==> src/rtl/spi_adc_sequencer.sv <==
// Mode-0 SPI master for a 16-bit ADC: arbitrates host config writes against
// periodic sample reads and hands received samples downstream with a strobe.
module spi_adc_sequencer #(
  parameter int CLK_DIV       = 2,
  parameter int SYNC_STAGES   = 2,
  parameter int CS_SETUP      = 1,
  parameter int CS_HOLD       = 1,
  parameter int GAP_CYCLES    = 2,
  parameter int SAMPLE_PERIOD = 100
) (
  input  logic        iCLK,
  input  logic        iRST_n,
  input  logic        iCFG_REQ,
  input  logic [15:0] iCFG_WORD,
  output logic        oCFG_ACK,
  input  logic        iSAMPLE_EN,
  output logic [15:0] oSAMPLE,
  output logic        oSAMPLE_VALID,
  output logic        oOVERRUN,
  output logic        oBUSY,
  output logic        oCS_n,
  output logic        oSCK,
  output logic        oMOSI,
  input  logic        iMISO
);

  typedef enum logic [2:0] {IDLE, SETUP, SHIFT, HOLD, GAP} state_e;

  localparam int PW = (SAMPLE_PERIOD > 1) ? $clog2(SAMPLE_PERIOD) : 1;
  localparam logic [PW-1:0] PERIOD_LAST = PW'(SAMPLE_PERIOD - 1);
  localparam logic [15:0] SETUP_LAST = 16'(CS_SETUP - 1);
  localparam logic [15:0] HIGH_LAST  = 16'(CLK_DIV - 1);
  localparam logic [15:0] BIT_LAST   = 16'(2 * CLK_DIV - 1);
  localparam logic [15:0] HOLD_LAST  = 16'(CS_HOLD - 1);
  localparam logic [15:0] GAP_LAST   = 16'(GAP_CYCLES - 1);
  localparam logic [15:0] HALF       = 16'(CLK_DIV);

  state_e                 state_q, state_d;
  logic [15:0]            cnt_q, cnt_d;
  logic [3:0]             bit_q, bit_d;
  logic [15:0]            tx_q, tx_d;
  logic [15:0]            rx_q, rx_d;
  logic                   isCfg_q, isCfg_d;
  logic [15:0]            sample_q, sample_d;
  logic                   valid_q, valid_d;
  logic                   ack_q, ack_d;
  logic                   overrun_q, overrun_d;
  logic [PW-1:0]          period_q, period_d;
  logic                   pending_q, pending_d;
  logic [SYNC_STAGES-1:0] sync_q;
  logic                   misoSync;
  logic                   take;
  logic                   tick;
  logic                   startSlot;

  assign misoSync = sync_q[SYNC_STAGES-1];

  // The last GAP cycle doubles as the IDLE decision so queued frames run
  // back-to-back with exactly GAP_CYCLES of CS high between them.
  always_comb begin
    state_d   = state_q;
    cnt_d     = cnt_q;
    bit_d     = bit_q;
    tx_d      = tx_q;
    rx_d      = rx_q;
    isCfg_d   = isCfg_q;
    sample_d  = sample_q;
    valid_d   = 1'b0;
    ack_d     = 1'b0;
    take      = 1'b0;
    startSlot = (state_q == IDLE) || ((state_q == GAP) && (cnt_q == GAP_LAST));
    if (startSlot) begin
      cnt_d = '0;
      if (iCFG_REQ) begin
        state_d = SETUP;
        tx_d    = iCFG_WORD;
        isCfg_d = 1'b1;
      end else if (pending_q && iSAMPLE_EN) begin
        state_d = SETUP;
        tx_d    = '0;
        isCfg_d = 1'b0;
        take    = 1'b1;
      end else begin
        state_d = IDLE;
      end
    end else begin
      case (state_q)
        SETUP: begin
          if (cnt_q == SETUP_LAST) begin
            state_d = SHIFT;
            cnt_d   = '0;
            bit_d   = '0;
          end else begin
            cnt_d = cnt_q + 16'd1;
          end
        end
        SHIFT: begin
          if (cnt_q == HIGH_LAST) begin
            rx_d  = {rx_q[14:0], misoSync};
            tx_d  = {tx_q[14:0], 1'b0};
            cnt_d = cnt_q + 16'd1;
          end else if (cnt_q == BIT_LAST) begin
            cnt_d = '0;
            if (bit_q == 4'd15) begin
              state_d = HOLD;
            end else begin
              bit_d = bit_q + 4'd1;
            end
          end else begin
            cnt_d = cnt_q + 16'd1;
          end
        end
        HOLD: begin
          if (cnt_q == HOLD_LAST) begin
            state_d = GAP;
            cnt_d   = '0;
            if (isCfg_q) begin
              ack_d = 1'b1;
            end else begin
              sample_d = rx_q;
              valid_d  = 1'b1;
            end
          end else begin
            cnt_d = cnt_q + 16'd1;
          end
        end
        GAP:     cnt_d = cnt_q + 16'd1;
        default: state_d = IDLE;
      endcase
    end
  end

  // A tick landing while the previous one is still unserved is dropped.
  always_comb begin
    tick      = iSAMPLE_EN && (period_q == PERIOD_LAST);
    period_d  = period_q + PW'(1);
    pending_d = pending_q;
    overrun_d = 1'b0;
    if (!iSAMPLE_EN) begin
      period_d  = '0;
      pending_d = 1'b0;
    end else if (tick) begin
      period_d  = '0;
      pending_d = 1'b1;
      overrun_d = pending_q && !take;
    end else if (take) begin
      pending_d = 1'b0;
    end
  end

  always_ff @(posedge iCLK or negedge iRST_n) begin
    if (!iRST_n) begin
      state_q   <= IDLE;
      cnt_q     <= '0;
      bit_q     <= '0;
      tx_q      <= '0;
      rx_q      <= '0;
      isCfg_q   <= 1'b0;
      sample_q  <= '0;
      valid_q   <= 1'b0;
      ack_q     <= 1'b0;
      overrun_q <= 1'b0;
      period_q  <= '0;
      pending_q <= 1'b0;
      sync_q    <= '0;
    end else begin
      state_q   <= state_d;
      cnt_q     <= cnt_d;
      bit_q     <= bit_d;
      tx_q      <= tx_d;
      rx_q      <= rx_d;
      isCfg_q   <= isCfg_d;
      sample_q  <= sample_d;
      valid_q   <= valid_d;
      ack_q     <= ack_d;
      overrun_q <= overrun_d;
      period_q  <= period_d;
      pending_q <= pending_d;
      sync_q    <= {sync_q[SYNC_STAGES-2:0], iMISO};
    end
  end

  assign oCFG_ACK      = ack_q;
  assign oSAMPLE_VALID = valid_q;
  assign oOVERRUN      = overrun_q;
  assign oSAMPLE       = sample_q;
  assign oBUSY         = (state_q != IDLE);
  assign oCS_n         = !((state_q == SETUP) || (state_q == SHIFT) || (state_q == HOLD));
  assign oSCK          = (state_q == SHIFT) && (cnt_q < HALF);
  assign oMOSI         = ((state_q == SETUP) || (state_q == SHIFT)) && tx_q[15];

endmodule

==> config.mk <==
export PLATFORM = sky130hd
export DESIGN_NAME = spi_adc_sequencer
export DESIGN_NICKNAME = d
export VERILOG_FILES = /design/src/rtl/spi_adc_sequencer.sv
export SDC_FILE = /design/constraint.sdc
export NUM_CORES = 1
export LEC_CHECK = 0
export CORE_UTILIZATION = 25
export CTS_CLUSTER_SIZE = 16
export DETAILED_ROUTE_END_ITERATION = 8
export PLACE_DENSITY = 0.51
export SLEW_MARGIN = 20
export SYNTH_ARGS = -nofsm -noshare
export SYNTH_HDL_FRONTEND = slang
export SYNTH_SLANG_ARGS = --single-unit
==> constraint.sdc <==
create_clock -name iCLK -period 3 [get_ports iCLK]
set_input_delay 0.6 -clock iCLK [delete_from_list [all_inputs] [get_ports iCLK]]
set_output_delay 0.6 -clock iCLK [all_outputs]
set_load 0.01 [all_outputs]
=== After elaboration in Yosys (flattened, before gate mapping) ===
Cells that the tools add are included.
Widths: inputs -> output; s select.

* Register bits after elaboration: 85
* Output and inout port bits: 23
* Logic and storage cells: 109

* Add/sub/neg operators: 3
* $lt $le $gt $ge: 1
* Eq/ne operators: 20
* Multiplexer cells: 44
* Bitwise operators: 2
* Reduce and logical (&&, ||, !) cells: 26

{| class="wikitable"
|+ Operator list
! operator !! count
|-
| $mux 16 || 9
|-
| $pmux 16 s3 || 1
|-
| $mux 1 || 20
|-
| $mux 3 || 6
|-
| $add 16x1->16 const B || 1
|-
| $eq 16x1->1 const B || 1
|-
| $eq 16x2->1 const B || 1
|-
| $logic_not 16->1 || 1
|-
| $lt 16x2->1 const B || 1
|-
| $mux 4 || 4
|-
| $ne 3x3->1 const B || 5
|-
| $mux 7 || 2
|-
| $pmux 3 s4 || 1
|-
| $reduce_and 6->1 || 2
|-
| $ne 2x2->1 const B || 5
|-
| $pmux 4 s2 || 1
|-
| $reduce_bool 2->1 || 4
|-
| $add 7x1->7 const B || 1
|-
| $eq 7x7->1 const B || 1
|-
| $eq 3x2->1 const B || 2
|-
| $logic_and 1x1->1 || 6
|-
| $reduce_and 3->1 || 2
|-
| $add 4x1->4 const B || 1
|-
| $eq 4x4->1 const B || 1
|-
| other kinds (13) || 17
|}

=== Longest topological paths before layout ===
Gate-level depths: netlist (run 1).

* Depth in word-level cells: 8
* Gate-level depth with buffers: 9
* Depth with buffers taken out: 7

=== Worst setup path after synthesis (run 1) ===
Ideal clock, no wire load.

* Path type: register -> register
* Start: reg cnt_q[1]
* End: reg tx_q[10]
* Setup time: 125 ps
* Arrival time: 2212 ps
* Data required time: 2875 ps
* Setup slack: 663 ps
* Stages on the path, launching flop included: 10
* Path buffers: 2
* Clock period less this slack: 2337 ps
* Cells stage by stage: dfrtp_1 > inv_1 > ha_1 > buf_2 > nor3b_1 > nand4_1 > and2_1 > o31ai_4 > buf_4 > mux2_2

* Cells in the longest elaborated chain, start to end: 5
* Elaborated cells on any way between the ends: 8
* Classes of those cells: 2 x eq/ne; 1 x mux; 5 x reduce/logical

{| class="wikitable"
|+ Ends and longest elaborated chain
! element !! line !! RTL
|-
| from (decl) || 39 || <nowiki>logic [15:0] cnt_q, cnt_d;</nowiki>
|-
| from (signal assigned) || 168 || <nowiki>cnt_q <= cnt_d;</nowiki>
|-
| $eq 16x1->1 (*) || 71, 98 ||
|-
| $logic_and 1x1->1 || 71 || <nowiki>startSlot = (state_q == IDLE) || ((state_q == GAP) && (cnt_q == GAP_LAST));</nowiki>
|-
| $logic_or 1x1->1 || 71 ||
|-
| $ne 3x2->1 (no source line) or $reduce_bool 2->1 (tied branches) || n/a ||
|-
| $reduce_and 3->1 (no source line) || n/a ||
|-
| to (signal assigned) || 170 || <nowiki>tx_q <= tx_d;</nowiki>
|-
| to (decl) || 41 || <nowiki>logic [15:0] tx_q, tx_d;</nowiki>
|}

Every way passes the cells marked *; elsewhere a longest branch is shown, timed or not.
A chain may end at the register's enable or synchronous reset.

=== Final worst setup path (run 1) ===
* Start: reg state_q[0]
* End: out oBUSY

* Cells in the longest elaborated chain, start to end: 1

{| class="wikitable"
|+ Ends and longest elaborated chain
! element !! line !! RTL
|-
| from (decl) || 38 || <nowiki>state_e state_q, state_d;</nowiki>
|-
| from (signal assigned) || 167 || <nowiki>state_q <= state_d;</nowiki>
|-
| $reduce_bool 3->1 || 187 || <nowiki>assign oBUSY = (state_q != IDLE);</nowiki>
|-
| to (decl) || 20 || <nowiki>output logic oBUSY,</nowiki>
|}

Every way passes these cells.

==> flow_summary.toml, run 1 <==
[route]
ant_nets = 0
wirelength_um = 7920
first_pass_iters = 4
vias_per_cell = 4.45
drc = 0
wl_per_cell_um = 13.4
num_vias = 2632
drtIter0Drc = 142

[hold_path]
hold_class = "in -> async"

[grt]
grt_overflow = 0
grt_pass1_wl_um = 13500
antenna_found_initial = 0
use_met3 = 0.0321
grtUsageTotal = 0.105
met1_usage = 0.136
top_usage_layer = "met2"
grt_pass1_vias = 2661
grt_use_met2 = 0.165
grt_max_degree = 47

[logic_synthesis]
synth_edf_count = 0
seq_area_frac_synth = 0.533
synthArstFlopShare = 1.00
synth.most_common_cell = "dfrtp_1"
synthDistinctLibCells = 47
synth_area_leader_cell = "dfrtp_1"
synthCells = 324
synth_area_per_cell_um2 = 12.3
synth_area_mm2 = 0.00399
synth_area_leaders = "dfrtp_1, mux2_2, mux2_4"
yosysTopAreaCellShare = 0.533
synth_nets = 350
yosysWarnings = 0
ys.flop_type = "dfrtp_1"
yosys_register_bits = 85
synth.top_cells.by_count = "dfrtp_1, mux2_2, nor2_1"

[floorplanning]
core_region_area_mm2 = 0.0154
ios = 44
std_cell_rows = 45
start_util = 0.260
die_area_mm2 = 0.0165
die_h_um = 128
die_w_um = 128

[worst_setup_path]
crit_required_ps = 2400
cp-end-kind = "primary output"
critPathKind = "reg -> out"
cp_max_fo = 11
start_kind = "flop"
cp.arrival_ps = 2100

[sta]
rsz0062_at_grt = "false"
fmax_mhz = 370
period_needed_ps = 2700
finalHoldViolations = 0
maxSlewHeadroom = 0.597
drv_slew = 0
setup_tns_ps = 0
clock_skew_ps = 9.14
tightestPinTransition_ps = 604
setup-violations-final = 0
fin_crit_sh = 0.901

[final_layout]
ff_latch_area_mm2 = 0.00213
nFillCells = 1530
multi_input_area_mm2 = 0.00176
drive_gt1_frac = 0.239
syn_to_final_growth_pct = 26.4
nNetsFinal = 401
diodes = 0

[placement]
port_buffers = 43
post-dp-hpwl_um = 5390
gp_congestion = 0.761

[clock_network]
clockRootBuffer = "clkbuf_16"
worstSkewPairLatency_ps = 340
cts_buffers = 9
ctsHoldBuffers = 0
cts_sinks = 85
path_clk_slew_ps = 70
ctsHtreeMaxLevel = 3
cts_max_path_buffers = 2
cts_tree = "yes"

[pwr]
p_per_area_mw_per_mm2 = 810
total_power_w = 0.00409
leakage_nw = 2.27
peakVddDrop_uv = 417

[outcome]
status = "completed"

[job]
cap_viol_max_count = 0
==> final cells by class <==
type	instances	area share
repair buffers	54	0.104
clock buffers	9	0.0447
flip-flops and latches	85	0.422
well taps	211	0.0523
clock inverters	7	0.0206
multi-input cells	216	0.350
inverters	9	0.00670
==> per-stage QoR <==
step	instances	hold WS, ps	instance area (um^2)	setup slack (ps)	utilization
CTS	589	295	5020	2.62	0.326
floorplan	324	304	3990	663	-
detailed placement	573	341	4680	223	0.305
finish	591	272	5040	298	0.328
global placement	573	343	4680	251	0.305
global route	591	320	5040	208	0.328
==> critical path, cell delays in order (launching register included) <==
cell	delay, ps
dfrtp_1	530
or2_2	430
nor2_1	250
inv_1	70
clkdlybuf4s50_1	480
==> path summary, 6_finish.rpt <==
check	start	end	slack (ps)	cells after the start
worst max-delay path	state_q[0]	oBUSY	300	4
worst min-delay path	iRST_n	oSAMPLE[14]	270	1
worst max register to register	cnt_q[14]	oSAMPLE[6]	450	6
worst min register to register	sync_q[0]	sync_q[1]	350	0
max in group asynchronous	iRST_n	cnt_q[14]	2100	2
min in group iCLK	sync_q[0]	sync_q[1]	350	0
==> cells by family after synthesis <==
family | share of synthesized area
AO/OA/AOI/OAI | 0.0860
XOR/XNOR | 0.0461
adder cells (fa/ha/maj) | 0.0157
buffers and inverters | 0.0285
flip-flops | 0.533
multiplexers | 0.144
AND/OR/NAND/NOR | 0.147
==> metal layers <==
layer  vias to the layer above  part of all wire
li1                       1261                 -
met3                         6             0.036
met5                         -                 0
met4                         0             0.013
met2                        41              0.47
met1                      1324              0.48
==> flip-flops by register name, indices dropped and copies added, names as in the netlist <==
name and flops:
isCfg_q 1, period_q 7, oOVERRUN 1, sync_q 2, pending_q 1, tx_q 16
cnt_q 16, oSAMPLE 16, oSAMPLE_VALID 1, oCFG_ACK 1, rx_q 16, bit_q 4
state_q 3
==> where the power goes <==
group / total [W] / leakage (nW) / internal, W / switching [W]
registers: 0.00147 / 1.15 / 0.00132 / 0.000150
logic: 0.00139 / 0.967 / 0.000672 / 0.000719
clock network: 0.00122 / 0.161 / 0.000741 / 0.000482
total: 0.00409 / 2.27 / 0.00274 / 0.00135
==> repair_timing <==
action / in CTS / in global routing
resized for setup: 1 / 3
setup endpoints to repair: 1 / 1
setup buffers: 0 / 2
endpoints found under the hold margin: 0 / 0
pin swaps: 0 / 4
gates cloned: 0 / 0
==> layout by cell type (no fill, tap or decap), types with 2 or more instances in the layout <==
master	n
dfrtp_1	84
xnor2_1	9
mux2_4	9
clkinv_4	2
inv_1	9
nor3b_1	2
and4_2	2
nor4_1	2
clkbuf_16	9
and4_1	2
nand2b_1	3
nand3_1	9
or3_1	2
nand2_1	17
nand4_1	5
a22o_1	15
mux2_2	38
o21a_1	2
ha_1	5
xor2_1	12
nor2_1	29
clkdlybuf4s50_1	41
bufinv_16	2
a21oi_1	6
nor4_4	4
buf_4	11
and2_1	2
nor4b_1	2
nor3_1	4
and3_1	6
o21ai_0	12
inv_6	3
Note: power is estimated with default switching activity, not from simulation.
==> run 2, diff against run 1 <==
- CORE_MARGIN: default -> 2
==> flow_summary.toml, run 2 (synthesized netlist as in run 1, its figures left out) <==
[outcome]
status = "completed"

[sta]
period_needed_ps = 2680
maxSlewHeadroom = 0.624
whs_ps = 250
fin_ws_ps = 321
drv_slew = 0
finalHoldViolations = 0
fmax_mhz = 373
tightestPinTransition_ps = 565
rsz0062_at_grt = "false"
setup-violations-final = 0
clock_skew_ps = 6.62
fin_crit_sh = 0.893
setup_tns_ps = 0

[worst_setup_path]
start_kind = "flop"
crit_required_ps = 2400
cp-end-kind = "primary output"
r2r_slack_ps = 450
cp.arrival_ps = 2080
critPathKind = "reg -> out"
cp_max_fo = 11
r2r_cells = 8

[route]
vias_per_cell = 4.39
drc = 0
wl_per_cell_um = 13.2
num_vias = 2610
first_pass_iters = 4
ant_nets = 0
drtIter0Drc = 101
wirelength_um = 7830

[grt]
grt_overflow = 0
grt_max_degree = 47
grt_pass1_wl_um = 13400
grt_pass1_vias = 2677
antenna_found_initial = 0
grtUsageTotal = 0.101

[hold_path]
hold_class = "in -> async"

[clock_network]
cts_tree = "yes"
ctsHoldBuffers = 0
cts_sinks = 85
worstSkewPairLatency_ps = 340
ctsHtreeMaxLevel = 3
cts_buffers = 9
path_clk_slew_ps = 60
cts_max_path_buffers = 2
clockRootBuffer = "clkbuf_16"

[final_layout]
diodes = 0
nNetsFinal = 399
layout_common_cells = "dfrtp_1, clkdlybuf4s50_1, mux2_2, nor2_1, nand2_1"
syn_to_final_growth_pct = 25.2
final_area_mm2 = 0.00499
drive_gt1_frac = 0.233
final_common_cell = "dfrtp_1"

[pwr]
total_power_w = 0.00391
p_sw_w = 0.00132
pwr-share-comb = 0.353
p_per_area_mw_per_mm2 = 784
peakVddDrop_uv = 316
p_seq_frac = 0.377
clockPowerShare = 0.270
switching_share = 0.337
internal_power_w = 0.00260
leakage_nw = 2.23

[floorplanning]
core_region_area_mm2 = 0.0157
die_w_um = 130
start_util = 0.254
die_h_um = 130
ios = 44
std_cell_rows = 46
die_area_mm2 = 0.0170

[job]
cap_viol_max_count = 0

[placement]
port_buffers = 43
dpl_worst_slack_ps = 221
place_area_mm2 = 0.00468
gp_congestion = 0.782
post-dp-hpwl_um = 5310
[run 2: cell types whose count changed in the layout (fill, tap and decap cells not counted), sizes merged]
cell | before | now
clkbuf | 9 | 12
bufinv | 2 | 0
clkinv | 2 | 0
inv | 12 | 10
buf | 12 | 10
clkinvlp | 0 | 3
[run 2: worst max-delay path: stages (launching register included)]
cell and delay (ps):
dfrtp_1 530, or2_2 420, nor2_1 240, inv_1 70, clkdlybuf4s50_1 480
[run 2: worst paths after layout]
path / startpoint / end
min reg2reg: sync_q[0] / sync_q[1]
max reg2reg: cnt_q[1] / tx_q[8]
min in group iCLK: sync_q[0] / sync_q[1]
min: iRST_n / rx_q[15]
max: state_q[0] / oBUSY
max in group asynchronous: iRST_n / cnt_q[14]
[run 2: metrics by stage]
step	utilization	std cells
final	0.318	594
after CTS	0.317	593
after detailed placement	0.298	577
after global placement	0.298	577
after global routing	0.318	594
after floorplan	-	324
[run 2: power by group through the flow]
stage               clock (W)  combinational (W)  sequential, W
global route          0.00114            0.00154        0.00150
CTS                   0.00110            0.00140        0.00148
finish                0.00106            0.00138        0.00148
global placement            0            0.00137        0.00148
detailed placement          0            0.00138        0.00149
floorplan                   0            0.00102        0.00142
[run 2: final cells by class]
| class | count | area (um^2) |
|---|---|---|
| clock buffer | 12 | 256 |
| clock inverter | 4 | 31.3 |
| fill | 1591 | 10700 |
| inverter | 9 | 33.8 |
| multi-input combinational | 216 | 1760 |
| sequential | 85 | 2130 |
| tap | 216 | 270 |
| timing repair buffer | 52 | 510 |
[run 2: timing repair]
| item | in CTS | in global routing |
|---|---|---|
| setup buffers | 0 | 1 |
| endpoints found under the setup margin | 1 | 1 |
| gates resized for setup | 2 | 2 |
| pin swaps | 0 | 5 |
[run 2: per-layer routing]
layer,track usage,share of wire
met1,0.136,0.49
met2,0.153,0.45
met3,0.0394,0.045
met4,0.0266,0.010
met5,0,0
